**config.mk**
```make
export PLATFORM = sky130hd
export DESIGN_NAME = mem_arbiter
export DESIGN_NICKNAME = d
export VERILOG_FILES = /design/src/rtl/mem_arb_pkg.sv /design/src/rtl/mem_arbiter.sv
export SDC_FILE = /design/constraint.sdc
export NUM_CORES = 1
export LEC_CHECK = 0
export CAP_MARGIN = 30
export CORE_MARGIN = 4
export CORE_UTILIZATION = 38
export DETAILED_ROUTE_END_ITERATION = 8
export PLACE_DENSITY = 0.93
export SLEW_MARGIN = 10
export SYNTH_ARGS = -nofsm -noshare
export SYNTH_HDL_FRONTEND = slang
export SYNTH_SLANG_ARGS = --single-unit
```
**constraint.sdc**
```tcl
create_clock -name CLK -period 3.3 [get_ports CLK]
set_clock_uncertainty 0.1 [all_clocks]
set_input_delay 0.33 -clock CLK [delete_from_list [all_inputs] [get_ports CLK]]
set_output_delay 0.33 -clock CLK [all_outputs]
set_load 0.01 [all_outputs]
```
**src/rtl/mem_arb_pkg.sv**
```systemverilog
// mem_arb_pkg: shared types and default widths for the memory arbiter
//   state_t : arbiter FSM states
//   op_t    : latched memory operation, also acts as the registered strobe
package mem_arb_pkg;
    typedef enum logic [1:0] {IDLE, GRANT_D, GRANT_I, RELEASE} state_t;
    typedef enum logic [1:0] {OP_NONE, OP_READ, OP_WRITE} op_t;
    localparam int ADDR_W_DEF = 32;
    localparam int DATA_W_DEF = 32;
endpackage

```
**src/rtl/mem_arbiter.sv**
```systemverilog
// mem_arbiter: shares one main memory between the instruction-fetch and data miss paths
//   CLK, RESET (async, active low)
//   i_read/i_addr -> i_rdata/i_busywait : fetch client
//   d_read/d_write/d_addr/d_wdata -> d_rdata/d_busywait : data client (fixed priority)
//   mem_read/mem_write/mem_addr/mem_wdata <- mem_rdata/mem_busywait : main memory
//   A starvation counter forces a fetch grant after MAX_CONSEC data grants.
module mem_arbiter
    import mem_arb_pkg::*;
#(
    parameter int ADDR_W     = ADDR_W_DEF,
    parameter int DATA_W     = DATA_W_DEF,
    parameter int MAX_CONSEC = 4
) (
    input  logic              CLK,
    input  logic              RESET,
    input  logic              i_read,
    input  logic [ADDR_W-1:0] i_addr,
    output logic [DATA_W-1:0] i_rdata,
    output logic              i_busywait,
    input  logic              d_read,
    input  logic              d_write,
    input  logic [ADDR_W-1:0] d_addr,
    input  logic [DATA_W-1:0] d_wdata,
    output logic [DATA_W-1:0] d_rdata,
    output logic              d_busywait,
    output logic              mem_read,
    output logic              mem_write,
    output logic [ADDR_W-1:0] mem_addr,
    output logic [DATA_W-1:0] mem_wdata,
    input  logic [DATA_W-1:0] mem_rdata,
    input  logic              mem_busywait
);
    localparam int CW = $clog2(MAX_CONSEC + 1);
    localparam logic [CW-1:0] CNT_MAX = CW'(MAX_CONSEC);

    state_t            state;
    op_t               op;
    logic [CW-1:0]     starve_cnt;
    logic [ADDR_W-1:0] addr_q;
    logic [DATA_W-1:0] wdata_q;
    logic              i_req, d_req, done_i, done_d, take_i;

    assign i_req      = i_read;
    assign d_req      = d_read | d_write;
    // op is cleared on completion, so the strobes drop for the RELEASE cycle
    assign mem_read   = op == OP_READ;
    assign mem_write  = op == OP_WRITE;
    assign mem_addr   = addr_q;
    assign mem_wdata  = wdata_q;
    assign done_i     = state == GRANT_I && !mem_busywait && (mem_read || mem_write);
    assign done_d     = state == GRANT_D && !mem_busywait && (mem_read || mem_write);
    assign i_busywait = i_req & ~done_i;
    assign d_busywait = d_req & ~done_d;
    assign i_rdata    = done_i ? mem_rdata : '0;
    assign d_rdata    = done_d ? mem_rdata : '0;
    // fetch wins in IDLE when starved or when data is not asking
    assign take_i     = i_req && (starve_cnt == CNT_MAX || !d_req);

    always_ff @(posedge CLK or negedge RESET) begin
        if (!RESET) begin
            state      <= IDLE;
            op         <= OP_NONE;
            starve_cnt <= '0;
            addr_q     <= '0;
            wdata_q    <= '0;
        end else begin
            case (state)
                IDLE: begin
                    if (take_i) begin
                        state  <= GRANT_I;
                        op     <= OP_READ;
                        addr_q <= i_addr;
                    end else if (d_req) begin
                        state   <= GRANT_D;
                        op      <= d_read ? OP_READ : OP_WRITE;
                        addr_q  <= d_addr;
                        wdata_q <= d_wdata;
                    end
                end
                GRANT_D, GRANT_I: begin
                    if (done_i || done_d) begin
                        state <= RELEASE;
                        op    <= OP_NONE;
                    end
                end
                default: state <= IDLE;
            endcase
            starve_cnt <= (!i_req || (state == IDLE && take_i)) ? '0 :
                          (done_d && starve_cnt != CNT_MAX) ? starve_cnt + 1'b1 : starve_cnt;
        end
    end
endmodule
```
==> results.cfg, run 1 <==
[cells_and_area]
finalNetCount = 742
drive_gt1_share_pct = 10.08
fin_area_um2 = 6718
syn_to_final_growth_pct = 75.00
post-route-util_pct = 68.41
antenna_cells = 0

[global_routing]
grt_usage_pct = 22.36
first_global_vias = 3883
grt_start_max_net_pins = 72
grt_antenna_before_repair = 0
grt_pass1_wl_um = 20330
grt_remaining_overflow = 0

[clocking]
cts_tree = yes
cts_made_buffers = 9
clk-insertion-delay-late_ns = 0.34
cts_resized = 0
h-tree-depth = 3
cts.clk_slew.worst_paths_ns = 0.08
cts_setup_buffers = 0
clockBufferDepth = 2
cts_root_buf = clkbuf_8
cts_sinks = 71
cts_hold_repair.buffers = 0

[placed_design]
place_hpwl_um = 10540
io_buffers = 265
gp_congestion = 0.8006
place_area_um2 = 6501

[sta]
period_minus_slack_ns = 2.870
drv_slew = 0
hold_viol_final = 0
maxSlewHeadroom_pct = 42.27
setup_violations = 0
setup_tns_ns = 0
tightest_slew_ns = 0.8659
fin_crit_sh_pct = 86.98
fmax_ghz = 0.3484
rsz0062_at_grt = no

[floorplanning]
rows = 36
fp.dieW_um = 108.5
ios = 266
initial_core_util_pct = 39.09
coreArea_um2 = 9819
die_y_um = 108.5
die_area_um2 = 11770

[synth]
ys_types = 35
ys_top_cells_by_area = dfrtp_1 (46%), mux2_4 (12%), mux2i_1 (8.6%)
yosys.area.top_type = dfrtp_1
ys_warn_count = 0
syn_area_um2 = 3839
syn_avg_cell_area_um2 = 11.16
synth_commonest_cells = dfrtp_1 (71), nand2_1 (38), and2_1 (33), mux2i_1 (33), and3_1 (32)
synth.net_count = 486
async_reset_ff_share_pct = 100.0
seq_area_frac_synth_pct = 46.28
synth.most_common_cell = dfrtp_1
ys.flop_type = dfrtp_1
syn_inst = 344
yosys.area.top_type_share_pct = 46.28
synth-edff-count = 0
synth_seq_cells = 71

[worst_setup_path]
critPathTopFamily = simple AND/OR/NAND/NOR gates
required_ns = 2.87
r2r_cells = 6
cpPeakStageDelay_ns = 0.55
start_kind = flop
crit_type = reg -> out
worstPathCellList = inv_1, ha_1, nor2_4, and3_1, clkdlybuf4s50_1
crit_path_top_delay_cell = clkdlybuf4s50_1
cp.depth = 5
cp_max_fo = 34
worstPathBufferInverterCount = 2
worst_ep_arrival_time_ns = 2.44
cp-end-kind = output port

[route]
vias_per_cell = 4.833
drt-total-wl_um = 13380
via_count = 3567
wl_per_cell_um = 18.13
postRouteAntennaNets = 0
first_pass_iters = 4
drtIter0Drc = 128
drc = 0

[pwr]
power_leakage_nw = 3.098
ir_drop_mv = 0.4025
power_density_nw_per_um2 = 747.4

[flow_run]
cap_violations = 0

[hold_path]
hp-class = in -> async

[status]
status = finished, final reports clean
## layout by cell type, fill, tap and decap left out, drive strengths merged, types with 2 or more instances in the layout
cell           count
a21oi              6
and2              33
and3              32
buf                5
clkbuf            12
clkdlybuf4s50    264
dfrtp             71
ha                 8
inv                9
mux2              33
mux2i             33
nand2             39
nand2b             2
nand3              2
nor2               8
nor3b              2
o21ai             34
## per-stage QoR
| step | hold slack, ns | setup WS [ns] | cells | power [mW] |
|---|---|---|---|---|
| global route | 0.1538 | 0.2491 | 738 | 5.346 |
| CTS | 0.1277 | 0.4223 | 738 | 5.079 |
| detailed placement | 0.3694 | 0.7955 | 722 | 4.318 |
| floorplan | -0.06559 | 1.344 | 344 | 2.954 |
| finish | 0.1006 | 0.4297 | 738 | 5.021 |
| global placement | 0.3649 | 0.8228 | 722 | 4.176 |
## state kept, by name, summed over array words and instances (netlist names)
name / flops
state: 2
starve_cnt: 3
mem_addr: 32
mem_wdata: 32
op: 2
## worst paths after layout
kind | from | endpoint | slack, ns
max | op[0] | i_rdata[31] | 0.43
min | RESET | mem_addr[15] | 0.10
max reg2reg | op[0] | state[1] | 0.79
min reg2reg | mem_addr[0] | mem_addr[0] | 0.38
max in group asynchronous | RESET | mem_wdata[10] | 2.44
min in group CLK | mem_addr[0] | mem_addr[0] | 0.38
## logic make-up after synthesis
| family | count (synthesis) | synth area share (%) |
|---|---|---|
| fa+ha+maj | 8 | 2.608 |
| xor+xnor | 1 | 0.2282 |
| simple gates | 121 | 17.50 |
| mux | 66 | 21.22 |
| flops | 71 | 46.28 |
| compound gates | 45 | 6.617 |
| buf+inv | 32 | 5.541 |
## final cells by class
cell class                      count  area [um2]
Fill cell                         708        3102
Timing Repair Buffer              269        2678
Multi-Input combinational cell    241        1851
Sequential cell                    71        1777
Tap cell                          133       166.4
Clock buffer                       12       165.2
Clock inverter                      4       51.30
Inverter                            8       30.03
## per-layer routing
layer / wire (um) / global-route usage (%) / up-vias
met2: 6964 / 40.91 / 168
met5: 0 / 0 / -
li1: - / - / 1694
met4: 201 / 5.591 / 0
met3: 1356 / 8.418 / 14
met1: 4855 / 24.23 / 1691
## where the power goes
part	internal, mW	leakage, nW	switching, mW
sequential	1.30	0.863	0.238
clock	0.413	0.109	0.322
combinational	1.57	2.13	1.18
Note: power is estimated with default switching activity, not from simulation.
==> run 2, diff against run 1 <==
Settings changed: CORE_ASPECT_RATIO set to 1.4, CORE_MARGIN 4 to 2.
==> run 2 against run 1 <==
Against the previous run:
- sequential cell count stayed put
- combinational power hardly changed
- cell area is 3.0% higher
- power is 9.5% higher
==> results.cfg, run 2 (synthesized netlist as in run 1, its figures left out) <==
[clocking]
cts_setup_buffers = 0
clk-insertion-delay-late_ns = 0.33
cts_made_buffers = 9
h-tree-depth = 3
cts_root_buf = clkbuf_16
cts_tree = yes
cts.clk_slew.worst_paths_ns = 0.06
clockBufferDepth = 2
cts_resized = 0
cts_sinks = 71

[placed_design]
place_ws_ns = 0.6899
place_hpwl_um = 10010
io_buffers = 265
gp_congestion = 0.8176

[route]
wl_per_cell_um = 17.02
postRouteAntennaNets = 0
drc = 0
first_pass_iters = 4
drt-total-wl_um = 12660
drtIter0Drc = 97
via_count = 3579
vias_per_cell = 4.810

[worst_setup_path]
r2r_cells = 5
worst_ep_arrival_time_ns = 2.47
required_ns = 2.87
start_kind = flop
crit_type = reg -> out
cp_max_fo = 20
worstReg2RegStart = state[0]
r2r-end = state[1]
worst-r2r-setup-slack_ns = 0.84
worstPathBufferInverterCount = 3
critPathTopFamily = buffers and inverters
cpPeakStageDelay_ns = 0.54
crit_path_top_delay_cell = clkdlybuf4s50_1
worstPathCellList = inv_1, ha_1, nor3b_2, buf_4, and2_1, clkdlybuf4s50_1
cp-end-kind = output port

[cells_and_area]
drive_gt1_share_pct = 10.51
antenna_cells = 0
syn_to_final_growth_pct = 80.18
final_common_cell = clkdlybuf4s50_1
final_cell_mix = clkdlybuf4s50_1 (264), dfrtp_1 (71), nand2_1 (38)
finalNetCount = 746
post-route-util_pct = 69.87
fill_cells = 731

[sta]
fmax_ghz = 0.3451
setup_ws_ns = 0.4027
period_minus_slack_ns = 2.897
drv_slew = 0
setup_violations = 0
maxSlewHeadroom_pct = 41.02
hold_viol_final = 0
setup_tns_ns = 0
rsz0062_at_grt = no
fin_crit_sh_pct = 87.80
tightest_slew_ns = 0.8847

[global_routing]
grt_usage_pct = 22.42
grt_remaining_overflow = 0
grt_pass1_wl_um = 18510
grt_start_max_net_pins = 47
grt_antenna_before_repair = 0
first_global_vias = 3841

[pwr]
switching_share_pct = 32.54
power_density_nw_per_um2 = 795.1
power_frac_comb_pct = 50.5
switchingPower_mw = 1.790
power_frac_seq_pct = 27.9
ir_drop_mv = 0.3346
power.share.clock_pct = 21.6
power_leakage_nw = 3.192
p_int_mw = 3.710

[floorplanning]
fp.dieW_um = 88.95
die_y_um = 122.9
ios = 266
rows = 43
die_area_um2 = 10930
initial_core_util_pct = 38.78
coreArea_um2 = 9899

[status]
status = finished, final reports clean

[hold_path]
hp-class = in -> async

[flow_run]
cap_violations = 0
-- run 2: what timing repair did --
action,in CTS,in global routing
hold endpoints to repair,14,0
endpoints found under the setup margin,0,0
hold buffers,1,0
-- run 2: area by class of cell --
cell class / instances / area [um2] / share of cell area [%]
flip-flops and latches: 71 / 1777 / 25.69
clock inverters: 7 / 142.6 / 2.062
repair buffers: 273 / 2723 / 39.36
multi-input cells: 241 / 1851 / 26.75
well taps: 135 / 168.9 / 2.442
clock buffers: 9 / 225.2 / 3.256
inverters: 8 / 30.03 / 0.4342
-- run 2: worst max-delay path by stage --
stage / from / to / slack (ns) / depth (start not counted)
2_1_floorplan: op[0] / d_rdata[22] / 1.34 / 5
3_3_place_gp: mem_busywait / d_rdata[13] / 0.76 / 5
3_5_place_dp: mem_busywait / d_rdata[23] / 0.69 / 5
4_1_cts: op[0] / d_rdata[23] / 0.38 / 6
5_1_grt: op[0] / d_rdata[16] / 0.20 / 6
6_report: op[0] / d_rdata[26] / 0.40 / 6
-- run 2: power groups by stage --
| stage | clock, mW | sequential (mW) | combinational [mW] |
|---|---|---|---|
| final | 1.19 | 1.54 | 2.77 |
| after global routing | 1.25 | 1.59 | 2.99 |
| after CTS | 1.22 | 1.54 | 2.80 |
| after detailed placement | 0 | 1.55 | 2.78 |
| after global placement | 0 | 1.51 | 2.71 |
| after floorplan | 0 | 1.71 | 1.25 |
-- run 2: stage by stage --
stage	instance area [um2]	power, mW	instances	hold WS, ns
after CTS	6917	5.561	744	0.3358
after global routing	6917	5.829	744	0.3915
final	6917	5.500	744	0.3602
after global placement	6539	4.218	727	0.1457
after floorplan	3839	2.954	344	-0.06559
after detailed placement	6539	4.333	727	0.1547
-- run 2: layer usage --
metal / routed length, um / part of all wire, % / vias to the layer above / track usage (%)
met1: 4526 / 36 / 1652 / 22.99
met3: 1066 / 8.4 / 33 / 6.609
met5: 0 / 0 / - / 0
li1: - / - / 1700 / -
met2: 6579 / 52 / 194 / 40.90
met4: 490 / 3.9 / 0 / 10.45
==> run 3, diff against run 2 <==
Settings changed: ABC_CLOCK_PERIOD_IN_PS set to 3300, SLEW_MARGIN 10 to unset.
==> results of run 3 <==
The final DEF is identical to that of run 2; final timing and power are the same.
